`config.mk`:
```
export PLATFORM = sky130hd
export DESIGN_NAME = button_event_decoder_flat
export DESIGN_NICKNAME = d
export VERILOG_FILES = /design/src/rtl/button_event_decoder_pkg.sv /design/src/rtl/button_event_decoder_if.sv /design/src/rtl/button_event_decoder_sat_tick_counter.sv /design/src/rtl/button_event_decoder.sv /design/src/flat_wrapper.sv
export SDC_FILE = /design/constraint.sdc
export NUM_CORES = 1
export LEC_CHECK = 0
export BUFFER_PORTS_ARGS = -buffer_cell sky130_fd_sc_hd__buf_2
export CAP_MARGIN = 10
export CORE_MARGIN = 1
export CORE_UTILIZATION = 30
export CTS_CLUSTER_DIAMETER = 30
export CTS_CLUSTER_SIZE = 25
export DETAILED_ROUTE_END_ITERATION = 8
export PLACE_DENSITY = 0.48
export SLEW_MARGIN = 40
export SYNTH_ARGS = -nofsm -noshare
export SYNTH_HDL_FRONTEND = slang
export SYNTH_SLANG_ARGS = --single-unit
export TNS_END_PERCENT = 1
```
`constraint.sdc`:
```
create_clock -name i_Clk_2kHz -period 2.3 [get_ports i_Clk_2kHz]
set_input_delay 0.46 -clock i_Clk_2kHz [delete_from_list [all_inputs] [get_ports i_Clk_2kHz]]
set_output_delay 0.46 -clock i_Clk_2kHz [all_outputs]
set_load 0.005 [all_outputs]
```
`src/rtl/button_event_decoder_pkg.sv`:
```
// button_pkg: shared state encoding and 2 kHz tick defaults for button-side blocks
package button_pkg;

   localparam logic [2:0] ST_IDLE           = 3'd0;
   localparam logic [2:0] ST_PRESSED        = 3'd1;
   localparam logic [2:0] ST_WAIT_SECOND    = 3'd2;
   localparam logic [2:0] ST_SECOND_PRESSED = 3'd3;
   localparam logic [2:0] ST_LONG_HELD      = 3'd4;

   typedef enum logic [2:0] {
      IDLE           = ST_IDLE,
      PRESSED        = ST_PRESSED,
      WAIT_SECOND    = ST_WAIT_SECOND,
      SECOND_PRESSED = ST_SECOND_PRESSED,
      LONG_HELD      = ST_LONG_HELD
   } state_t;

   localparam int DEF_LONG_TICKS   = 1000;
   localparam int DEF_DOUBLE_TICKS = 500;
   localparam int DEF_REPEAT_TICKS = 200;
   localparam int DEF_MIN_TICKS    = 20;
   localparam int DEF_CNT_W        = 11;

endpackage

```
`src/rtl/button_event_decoder_if.sv`:
```
// button_event_if: debounced button inputs and decoded gesture outputs
interface button_event_if;

   logic i_ButtonDeb;
   logic i_ButtonDown;
   logic i_ButtonUp;
   logic o_Short;
   logic o_Double;
   logic o_Long;
   logic o_Repeat;
   logic o_Held;
   logic o_Busy;

   modport master (
      output i_ButtonDeb, i_ButtonDown, i_ButtonUp,
      input  o_Short, o_Double, o_Long, o_Repeat, o_Held, o_Busy
   );

   modport slave (
      input  i_ButtonDeb, i_ButtonDown, i_ButtonUp,
      output o_Short, o_Double, o_Long, o_Repeat, o_Held, o_Busy
   );

endinterface

```
`src/rtl/button_event_decoder_sat_tick_counter.sv`:
```
// sat_tick_counter: tick counter with synchronous clear, enable and saturation at all-ones
module sat_tick_counter #(
   parameter int CNT_W = 11
) (
   input  logic             i_Clk_2kHz,
   input  logic             i_Rst_n,
   input  logic             i_Clr,
   input  logic             i_En,
   output logic [CNT_W-1:0] o_Cnt
);

   // clear wins over counting; hold at all-ones so long presses never wrap
   always_ff @(posedge i_Clk_2kHz or negedge i_Rst_n)
      if (!i_Rst_n)
         o_Cnt <= '0;
      else
         o_Cnt <= i_Clr ? '0 : (i_En && !(&o_Cnt)) ? o_Cnt + 1'b1 : o_Cnt;

endmodule

```
`src/rtl/button_event_decoder.sv`:
```
// button_event_decoder: classifies debounced presses into short/double/long/repeat pulses
module button_event_decoder
   import button_pkg::*;
#(
   parameter int LONG_TICKS   = DEF_LONG_TICKS,
   parameter int DOUBLE_TICKS = DEF_DOUBLE_TICKS,
   parameter int REPEAT_TICKS = DEF_REPEAT_TICKS,
   parameter int MIN_TICKS    = DEF_MIN_TICKS,
   parameter int CNT_W        = DEF_CNT_W
) (
   input  logic           i_Clk_2kHz,
   input  logic           i_Rst_n,
   button_event_if.slave  btn
);

   localparam logic [CNT_W-1:0] LONG_END   = CNT_W'(LONG_TICKS - 1);
   localparam logic [CNT_W-1:0] DOUBLE_END = CNT_W'(DOUBLE_TICKS - 1);
   localparam logic [CNT_W-1:0] REPEAT_END = CNT_W'(REPEAT_TICKS - 1);
   localparam logic [CNT_W-1:0] MIN_CNT    = CNT_W'(MIN_TICKS);

   state_t           state, nextState;
   logic [CNT_W-1:0] cnt;
   logic             evShort, evDouble, evLong, evRepeat;
   logic             cntClr;

   // next-state and event decode; Up beats Down, and a Down wins over the double-window timeout
   always_comb begin
      nextState = state;
      evShort   = 1'b0;
      evDouble  = 1'b0;
      evLong    = 1'b0;
      evRepeat  = 1'b0;
      case (state)
         IDLE:
            if (btn.i_ButtonDown && !btn.i_ButtonUp) nextState = PRESSED;
         PRESSED:
            if (btn.i_ButtonUp) nextState = (cnt < MIN_CNT) ? IDLE : WAIT_SECOND;
            else if (cnt == LONG_END) begin
               evLong    = 1'b1;
               nextState = LONG_HELD;
            end
         WAIT_SECOND:
            if (btn.i_ButtonDown && !btn.i_ButtonUp) nextState = SECOND_PRESSED;
            else if (cnt == DOUBLE_END) begin
               evShort   = 1'b1;
               nextState = IDLE;
            end
         SECOND_PRESSED:
            if (btn.i_ButtonUp) begin
               evDouble  = 1'b1;
               nextState = IDLE;
            end
         LONG_HELD:
            if (btn.i_ButtonUp) nextState = IDLE;
            else evRepeat = (cnt == REPEAT_END);
         default:
            nextState = IDLE;
      endcase
   end

   assign cntClr = (nextState != state) || evRepeat;

   sat_tick_counter #(.CNT_W(CNT_W)) u_cnt (
      .i_Clk_2kHz (i_Clk_2kHz),
      .i_Rst_n    (i_Rst_n),
      .i_Clr      (cntClr),
      .i_En       (state != IDLE),
      .o_Cnt      (cnt)
   );

   // state register plus registered outputs, all derived from the decoded next state
   always_ff @(posedge i_Clk_2kHz or negedge i_Rst_n)
      if (!i_Rst_n) begin
         state        <= IDLE;
         btn.o_Short  <= 1'b0;
         btn.o_Double <= 1'b0;
         btn.o_Long   <= 1'b0;
         btn.o_Repeat <= 1'b0;
         btn.o_Held   <= 1'b0;
         btn.o_Busy   <= 1'b0;
      end else begin
         state        <= nextState;
         btn.o_Short  <= evShort;
         btn.o_Double <= evDouble;
         btn.o_Long   <= evLong;
         btn.o_Repeat <= evRepeat;
         btn.o_Held   <= (nextState == PRESSED) || (nextState == SECOND_PRESSED) || (nextState == LONG_HELD);
         btn.o_Busy   <= (nextState != IDLE);
      end

endmodule

```
`src/flat_wrapper.sv`:
```
// flat-port wrapper written by rule: the top's interface ports become plain ports
module button_event_decoder_flat import button_pkg::*;
#(
   parameter int LONG_TICKS   = DEF_LONG_TICKS,
   parameter int DOUBLE_TICKS = DEF_DOUBLE_TICKS,
   parameter int REPEAT_TICKS = DEF_REPEAT_TICKS,
   parameter int MIN_TICKS    = DEF_MIN_TICKS,
   parameter int CNT_W        = DEF_CNT_W
)
  (i_Clk_2kHz, i_Rst_n, btn_i_ButtonDeb, btn_i_ButtonDown, btn_i_ButtonUp, btn_o_Short, btn_o_Double, btn_o_Long, btn_o_Repeat, btn_o_Held, btn_o_Busy);
  button_event_if btn_i ();
  input  logic i_Clk_2kHz;
  input  logic i_Rst_n;
  input wire logic [$bits(btn_i.i_ButtonDeb)-1:0] btn_i_ButtonDeb;
  input wire logic [$bits(btn_i.i_ButtonDown)-1:0] btn_i_ButtonDown;
  input wire logic [$bits(btn_i.i_ButtonUp)-1:0] btn_i_ButtonUp;
  output wire logic [$bits(btn_i.o_Short)-1:0] btn_o_Short;
  output wire logic [$bits(btn_i.o_Double)-1:0] btn_o_Double;
  output wire logic [$bits(btn_i.o_Long)-1:0] btn_o_Long;
  output wire logic [$bits(btn_i.o_Repeat)-1:0] btn_o_Repeat;
  output wire logic [$bits(btn_i.o_Held)-1:0] btn_o_Held;
  output wire logic [$bits(btn_i.o_Busy)-1:0] btn_o_Busy;
  assign btn_i.i_ButtonDeb = btn_i_ButtonDeb;
  assign btn_i.i_ButtonDown = btn_i_ButtonDown;
  assign btn_i.i_ButtonUp = btn_i_ButtonUp;
  assign btn_o_Short = btn_i.o_Short;
  assign btn_o_Double = btn_i.o_Double;
  assign btn_o_Long = btn_i.o_Long;
  assign btn_o_Repeat = btn_i.o_Repeat;
  assign btn_o_Held = btn_i.o_Held;
  assign btn_o_Busy = btn_i.o_Busy;
  button_event_decoder #(.LONG_TICKS(LONG_TICKS), .DOUBLE_TICKS(DOUBLE_TICKS), .REPEAT_TICKS(REPEAT_TICKS), .MIN_TICKS(MIN_TICKS), .CNT_W(CNT_W)) u_core (.i_Clk_2kHz(i_Clk_2kHz), .i_Rst_n(i_Rst_n), .btn(btn_i));
endmodule
```
==> results of run 1 <==
-- cells by family (layout without fill, tap and decap cells) --
kind of cell    count (synthesis)  in the layout  synth area share
compound gates                 19             19             0.119
flops                          20             20             0.425
mux                             4              4            0.0340
simple gates                   62             62             0.315
fa+ha+maj                       1              1            0.0106
buf+inv                        11             21            0.0594
xor+xnor                        5              5            0.0372
-- flip-flops by register name, summed over array words and instances (netlist names) --
signal and count:
u_core.u_cnt.o_Cnt 11, u_core.state 3, u_core.btn.o_Busy 1, u_core.btn.o_Double 1
u_core.btn.o_Held 1, u_core.btn.o_Long 1, u_core.btn.o_Repeat 1, u_core.btn.o_Short 1
-- area by class of cell --
type                       count  area [sq um]  share of cell area
multi-input combinational     91           618               0.465
sequential                    20           500               0.377
timing repair buffer          17           105              0.0791
tap                           48          60.1              0.0452
clock buffer                   3          41.3              0.0311
inverter                       1          3.75             0.00282
-- cell usage in the layout (no fill, tap or decap), types with 4 or more instances in the layout --
| cell type | count |
|---|---|
| sky130_fd_sc_hd__nand2_1 | 7 |
| sky130_fd_sc_hd__xor2_1 | 4 |
| sky130_fd_sc_hd__nand4_1 | 4 |
| sky130_fd_sc_hd__dfrtp_1 | 20 |
| sky130_fd_sc_hd__nand3_1 | 8 |
| sky130_fd_sc_hd__nor2_1 | 16 |
| sky130_fd_sc_hd__a21oi_1 | 4 |
| sky130_fd_sc_hd__buf_2 | 9 |
| sky130_fd_sc_hd__buf_4 | 8 |
| sky130_fd_sc_hd__mux2i_1 | 4 |
-- metal layers --
metal,share of wire,GRT usage,up-vias,wire (um)
li1,-,-,466,-
met1,0.50,0.182,458,1230
met2,0.45,0.200,21,1110
met3,0.041,0.0282,4,100
met4,0.0085,0.0361,0,21
met5,0,0,-,0
-- where the power goes --
part	leakage (nW)	total [mW]	switching [mW]	internal, mW
Combinational	0.329	0.0634	0.0383	0.0251
Clock	0.0216	0.228	0.111	0.117
Sequential	0.274	0.372	0.00995	0.362
-- metrics by stage --
step	setup WS, ps	total power [mW]	std cells	utilization
after floorplan	523	0.421	122	-
after global placement	75.1	0.440	177	0.344
after detailed placement	251	0.444	177	0.346
after CTS	278	0.679	180	0.358
after global routing	157	0.695	180	0.358
final	324	0.663	180	0.358
-- worst paths after layout --
kind / end / cells past startpoint
max in group asynchronous: u_core.u_cnt.o_Cnt[4] / 1
min in group i_Clk_2kHz: u_core.state[0] / 3
worst max register to register: u_core.u_cnt.o_Cnt[3] / 6
worst min-delay path: u_core.btn.o_Long / 1
worst max-delay path: u_core.u_cnt.o_Cnt[3] / 6
worst min register to register: u_core.u_cnt.o_Cnt[1] / 2
==> parameters.txt, run 1 <==
Parameter                              Value

GRT
  Overall fraction of global-route tracks in use ... 0.130
  Antenna violations before repair ... 0
  Via count of the first global-routing pass ... 923
  Global-route wire length before repair ... 4.22 mm
  Pin count of the biggest net entering global routing ... 21
  Total overflow reported by the global router ... 0

Clock network
  Number of clock buffers inserted by TritonCTS ... 3
  Clock transition time at the flip-flop clock pins of the worst setup and hold paths ... around 70 ps
  Post-CTS setup repair buffer count ... 0
  Post-cts hold buffer count ... 0
  CTS tree ... built
  Clock insertion delay at the later pin of the skew report ... 260 ps
  TritonCTS Sinks ... 20
  Clock root buffer master ... sky130_fd_sc_hd__clkbuf_8
  # H-tree levels ... 1
  Resized cells post-CTS ... 0
  Number of buffers on the longest clock path ... 2

Floorplan
  Initial core utilization ... 0.317
  Total core area ... 3720 sq um
  Site row count ... 22
  Chip width ... 64.7 um
  Die Y ... 64.7 um
  Top Ports ... 11
  Area of the die ... about 4200 sq um

Place
  Input/output buffers ... 9
  Post-placement cell area ... between 1000 and 1500 sq um
  RD Place Congestion ... 0.796
  Post-detail-place hpwl ... 1.83 mm

Logic synthesis
  Distinct cell type count of the synthesized netlist ... 46
  Most area-hungry cell type in the Yosys netlist ... sky130_fd_sc_hd__dfrtp_1
  Post-Synthesis Cells ... 122
  Leading cell types by total area after synthesis ... sky130_fd_sc_hd__dfrtp_1 42%, sky130_fd_sc_hd__nor2_1 5.1%, sky130_fd_sc_hd__mux2i_1 3.4%, sky130_fd_sc_hd__nand3_1 3.4%, sky130_fd_sc_hd__xor2_1 3.0%
  Yosys top cell area share ... 0.425
  YS warnings ... 0
  Cell Area, Synth ... 1180 sq um
  Post-synth ARST share ... 1.00
  Count of flip-flops with a built-in enable after synthesis ... 0
  Post-synth top flop ... sky130_fd_sc_hd__dfrtp_1
  Syn_area_per_cell ... roughly 9.7 sq um
  Commonest cells post-synth ... 20 x sky130_fd_sc_hd__dfrtp_1, 16 x sky130_fd_sc_hd__nor2_1, 8 x sky130_fd_sc_hd__nand3_1
  #FFs+latches synth ... 20
  Dominant cell by count in the synthesized netlist ... sky130_fd_sc_hd__dfrtp_1
  Syn_nets ... 128
  Part of the Yosys area used for sequential elements ... 0.425

Routing
  Average wire per standard cell ... 13.7 um
  Total Wirelength ... 2.47 mm
  Vias per cell ... 5.27
  Initial detailed-routing violation count ... 60
  Post-route DRC violation count ... 0
  Router iterations before antenna repair ... 4
  Detail Route Antenna Nets ... 0
  Total via count after detailed routing ... 949

Cells and area
  Final-stage net count ... 140
  Area added between synthesis and finish ... 12.7%
  Fillers ... 388
  Fraction of final layout cells with drive strength greater than 1 ... 0.197
  Final Cell Area ... 1330 sq um
  Total inserted antenna cells ... 0

Timing
  Maximum frequency from static timing analysis ... 0.506 GHz
  Hold Fails Final Rpt ... 0
  Largest clock skew in the final design ... 3.59 ps
  Worst slew pin tran ... approximately 560 ps
  Share of the clock period used by the worst path ... 0.859
  Pins over their slew limit ... 0
  Total negative slack ... 0 ps
  Period minus WS final ... 1980 ps
  Relative max-transition margin ... 0.623
  Final Setup Violations ... 0
  RSZ-0062 raised after global routing ... false
  Worst hold slack across all endpoints ... 141 ps

Critical path
  CP startpoint ... u_core.u_cnt.o_Cnt[0]
  Worst EP arrival ... 2090 ps
  Buffer and inverter count on the worst path ... 0
  Crit-path cells ... ha_1, and4b_1, nand4_1, and4bb_1, o311ai_4, nor3_1
  Family with the most delay on the worst path ... simple AND/OR/NAND/NOR gates
  Startpoint Class ... flip-flop
  RR Startpoint ... u_core.u_cnt.o_Cnt[0]
  Slowest library cell on the worst path ... sky130_fd_sc_hd__o311ai_4
  R2r setup slk ... 320 ps
  Nature of the critical path endpoint ... flip-flop
  Largest fanout on the critical path ... 11
  Max incr delay on CP ... 560 ps
  Category of the critical setup timing path ... flip-flop to flip-flop
  Critical Path RT ... 2420 ps

Power
  Power per cell area ... 499 nW/um^2
  Leakage power of the design ... 0.624 nW
  Maximum vdd drop ... ~0.22 mV

Outcome
  Result of the run ... complete, no violations

Worst hold path
  Path class of the lowest-slack min-delay path ... input port to asynchronous set/reset pin

Job
  Max-cap check violation count ... 0
Power figures use the tool's default switching activity.
==> inputs of run 2 (changes only) <==
CORE_ASPECT_RATIO = 1.25   (was unset)
SYNTH_HIERARCHICAL = 1   (was unset)
==> run 2 against run 1 <==
Worst setup slack improved by 38 ps; register-to-register slack improved by 40 ps; synthesized area decreased by 6.7%; power increased by 20%; sequential power increased by 1%; die area decreased by 6.4%; critical path depth unchanged; via count decreased by 3.6%; hold slack got worse by 6.6 ps; critical endpoint is now u_core/u_cnt/o_Cnt[2]; global-route usage increased by 0.81 points; combinational power increased by 12%; flip-flop and latch count unchanged.
==> parameters.txt, run 2 <==
Parameter                              Value

Logic synthesis
  Post-synth top flop ... sky130_fd_sc_hd__dfrtp_1
  Dominant cell by count in the synthesized netlist ... sky130_fd_sc_hd__dfrtp_1
  Post-synth ARST share ... 1.00
  Yosys top cell area share ... 0.455
  Part of the Yosys area used for sequential elements ... 0.455
  Syn_nets ... 125
  #FFs+latches synth ... 20
  Cell Area, Synth ... 1100 sq um
  Most area-hungry cell type in the Yosys netlist ... sky130_fd_sc_hd__dfrtp_1
  YS warnings ... 6
  Syn_area_per_cell ... 9.24 sq um
  Distinct cell type count of the synthesized netlist ... 34
  Leading cell types by total area after synthesis ... sky130_fd_sc_hd__dfrtp_1 46%, sky130_fd_sc_hd__nor2_1 5.5%, sky130_fd_sc_hd__a21oi_1 4.6%, sky130_fd_sc_hd__or3_1 4.0%, sky130_fd_sc_hd__nand2_1 3.8%
  Post-Synthesis Cells ... 119
  Commonest cells post-synth ... 20 x sky130_fd_sc_hd__dfrtp_1, 16 x sky130_fd_sc_hd__nor2_1, 11 x sky130_fd_sc_hd__nand2_1
  Count of flip-flops with a built-in enable after synthesis ... 0

Place
  Post-detail-place hpwl ... 1.69 mm
  Post-place setup slack ... 374 ps
  Post-placement cell area ... 1200 sq um
  RD Place Congestion ... 0.750
  Input/output buffers ... 9

Clock network
  Clock insertion delay at the later pin of the skew report ... between 200 and 300 ps
  Post-cts hold buffer count ... 0
  TritonCTS Sinks ... 20
  Clock transition time at the flip-flop clock pins of the worst setup and hold paths ... about 80 ps
  Resized cells post-CTS ... 0
  CTS tree ... built
  # H-tree levels ... 1
  Number of buffers on the longest clock path ... 2
  Clock root buffer master ... sky130_fd_sc_hd__clkbuf_8
  Number of clock buffers inserted by TritonCTS ... 3
  Post-CTS setup repair buffer count ... 0

Routing
  Total Wirelength ... 2.33 mm
  Detail Route Antenna Nets ... 0
  Routed length on met3 ... 81 um
  Amount of wire on met2 after detailed routing ... 1.17 mm
  Vias per cell ... 5.35
  Average wire per standard cell ... approximately 14 um
  Router iterations before antenna repair ... 4
  Sum of routed wire segments on met1 ... 1.04 mm
  Post-route DRC violation count ... 0
  Highest Signal Layer ... met4
  Total via count after detailed routing ... about 900
  Initial detailed-routing violation count ... 34

Timing
  Share of the clock period used by the worst path ... 0.843
  Relative max-transition margin ... 0.559
  Total negative slack ... 0 ps
  Final worst setup slack ... 362 ps
  RSZ-0062 raised after global routing ... false
  Maximum frequency from static timing analysis ... roughly 0.52 GHz
  Hold Fails Final Rpt ... 0
  Pins over their slew limit ... 0
  Period minus WS final ... 1940 ps
  Final Setup Violations ... 0
  Worst slew pin tran ... between 600 and 700 ps
  Largest clock skew in the final design ... between 5 and 6 ps

GRT
  Total overflow reported by the global router ... 0
  Pin count of the biggest net entering global routing ... 21
  Overall fraction of global-route tracks in use ... 0.138
  Antenna violations before repair ... 0
  Via count of the first global-routing pass ... 900
  Global-route wire length before repair ... 4.18 mm

Floorplan
  Area of the die ... between 3000 and 4000 sq um
  Chip width ... 56.2 um
  Top Ports ... 11
  Initial core utilization ... 0.316
  Total core area ... 3480 sq um
  Die Y ... roughly 70 um
  Site row count ... 24

Cells and area
  Final Cell Area ... 1270 sq um
  Largest registers ... u_core/u_cnt/o_Cnt x11, u_core/state x3
  Most frequent standard cell in the layout excluding fill and tap cells ... sky130_fd_sc_hd__dfrtp_1
  Most frequent cells in the layout ... 20 x sky130_fd_sc_hd__dfrtp_1, 16 x sky130_fd_sc_hd__nor2_1, 11 x sky130_fd_sc_hd__nand2_1, 10 x sky130_fd_sc_hd__a21oi_1, 9 x sky130_fd_sc_hd__buf_2
  Final-stage net count ... 139
  Reg with most FFs ... u_core/u_cnt/o_Cnt
  Fillers ... 369
  Total inserted antenna cells ... 0
  Fraction of final layout cells with drive strength greater than 1 ... 0.167
  Number of flip-flops in the largest register ... 11
  Area added between synthesis and finish ... 15.4%

Worst hold path
  Path class of the lowest-slack min-delay path ... input port to asynchronous set/reset pin

Critical path
  Startpoint Class ... flip-flop
  Nature of the critical path endpoint ... flip-flop
  Largest fanout on the critical path ... 11
  Category of the critical setup timing path ... flip-flop to flip-flop
  Critical Path RT ... about 2400 ps
  Worst EP arrival ... 2080 ps

Power
  Leakage power of the design ... 0.551 nW
  Maximum vdd drop ... 0.329 mV
  Power per cell area ... 628 nW/um^2

Outcome
  Result of the run ... complete, no violations

Job
  Max-cap check violation count ... 0
-- run 2: critical path, stage by stage, from the launching register on --
cell                       delay [ps]
sky130_fd_sc_hd__dfrtp_1          470
sky130_fd_sc_hd__or4b_4           530
sky130_fd_sc_hd__a21oi_4          140
sky130_fd_sc_hd__a211oi_1         100
sky130_fd_sc_hd__o32ai_1          280
sky130_fd_sc_hd__buf_4            230
sky130_fd_sc_hd__a211oi_1          70
-- run 2: worst paths after layout --
check | startpoint | end | slack [ps] | depth (start not counted)
max | u_core/u_cnt/o_Cnt[9] | u_core/u_cnt/o_Cnt[2] | 360 | 6
min | i_Rst_n | u_core/btn.o_Busy | 130 | 1
max reg2reg | u_core/u_cnt/o_Cnt[9] | u_core/u_cnt/o_Cnt[2] | 360 | 6
min reg2reg | u_core/u_cnt/o_Cnt[10] | u_core/u_cnt/o_Cnt[10] | 590 | 2
max in group asynchronous | i_Rst_n | u_core/state[0] | 1850 | 1
min in group i_Clk_2kHz | btn_i_ButtonUp | u_core/btn.o_Held | 450 | 2
-- run 2: cells by family after synthesis --
logic type               Yosys count  share of synthesized area
multiplexers                       1                    0.00910
AO/OA/AOI/OAI                     31                      0.200
AND/OR/NAND/NOR                   59                      0.289
flip-flops                        20                      0.455
adder cells (fa/ha/maj)            1                     0.0114
buffers and inverters              6                     0.0273
XOR/XNOR                           1                    0.00797
-- run 2: routing by layer --
metal | up-vias | GRT usage
met1 | 434 | 0.175
li1 | 462 | -
met2 | 15 | 0.218
met5 | - | 0
met4 | 0 | 0.0813
met3 | 4 | 0.0243
-- run 2: cell type report --
class,count,area [sq um],share of cell area
Timing Repair Buffer,12,67.6,0.0533
Inverter,3,11.3,0.00888
Clock inverter,1,30.0,0.0237
Sequential cell,20,500,0.394
Tap cell,39,48.8,0.0385
Clock buffer,3,41.3,0.0325
Multi-Input combinational cell,93,569,0.449
-- run 2: through the flow --
stage	hold slack, ps	util	power [mW]	cells
final	135	0.364	0.797	171
after global routing	165	0.364	0.841	171
after CTS	149	0.364	0.812	171
after floorplan	164	-	0.425	119
after detailed placement	441	0.344	0.455	167
after global placement	437	0.344	0.454	167
-- run 2: power by group --
group	switching, mW	internal, mW	leakage (nW)
combinational	0.0451	0.0260	0.242
sequential	0.0135	0.362	0.274
clock	0.118	0.232	0.0357
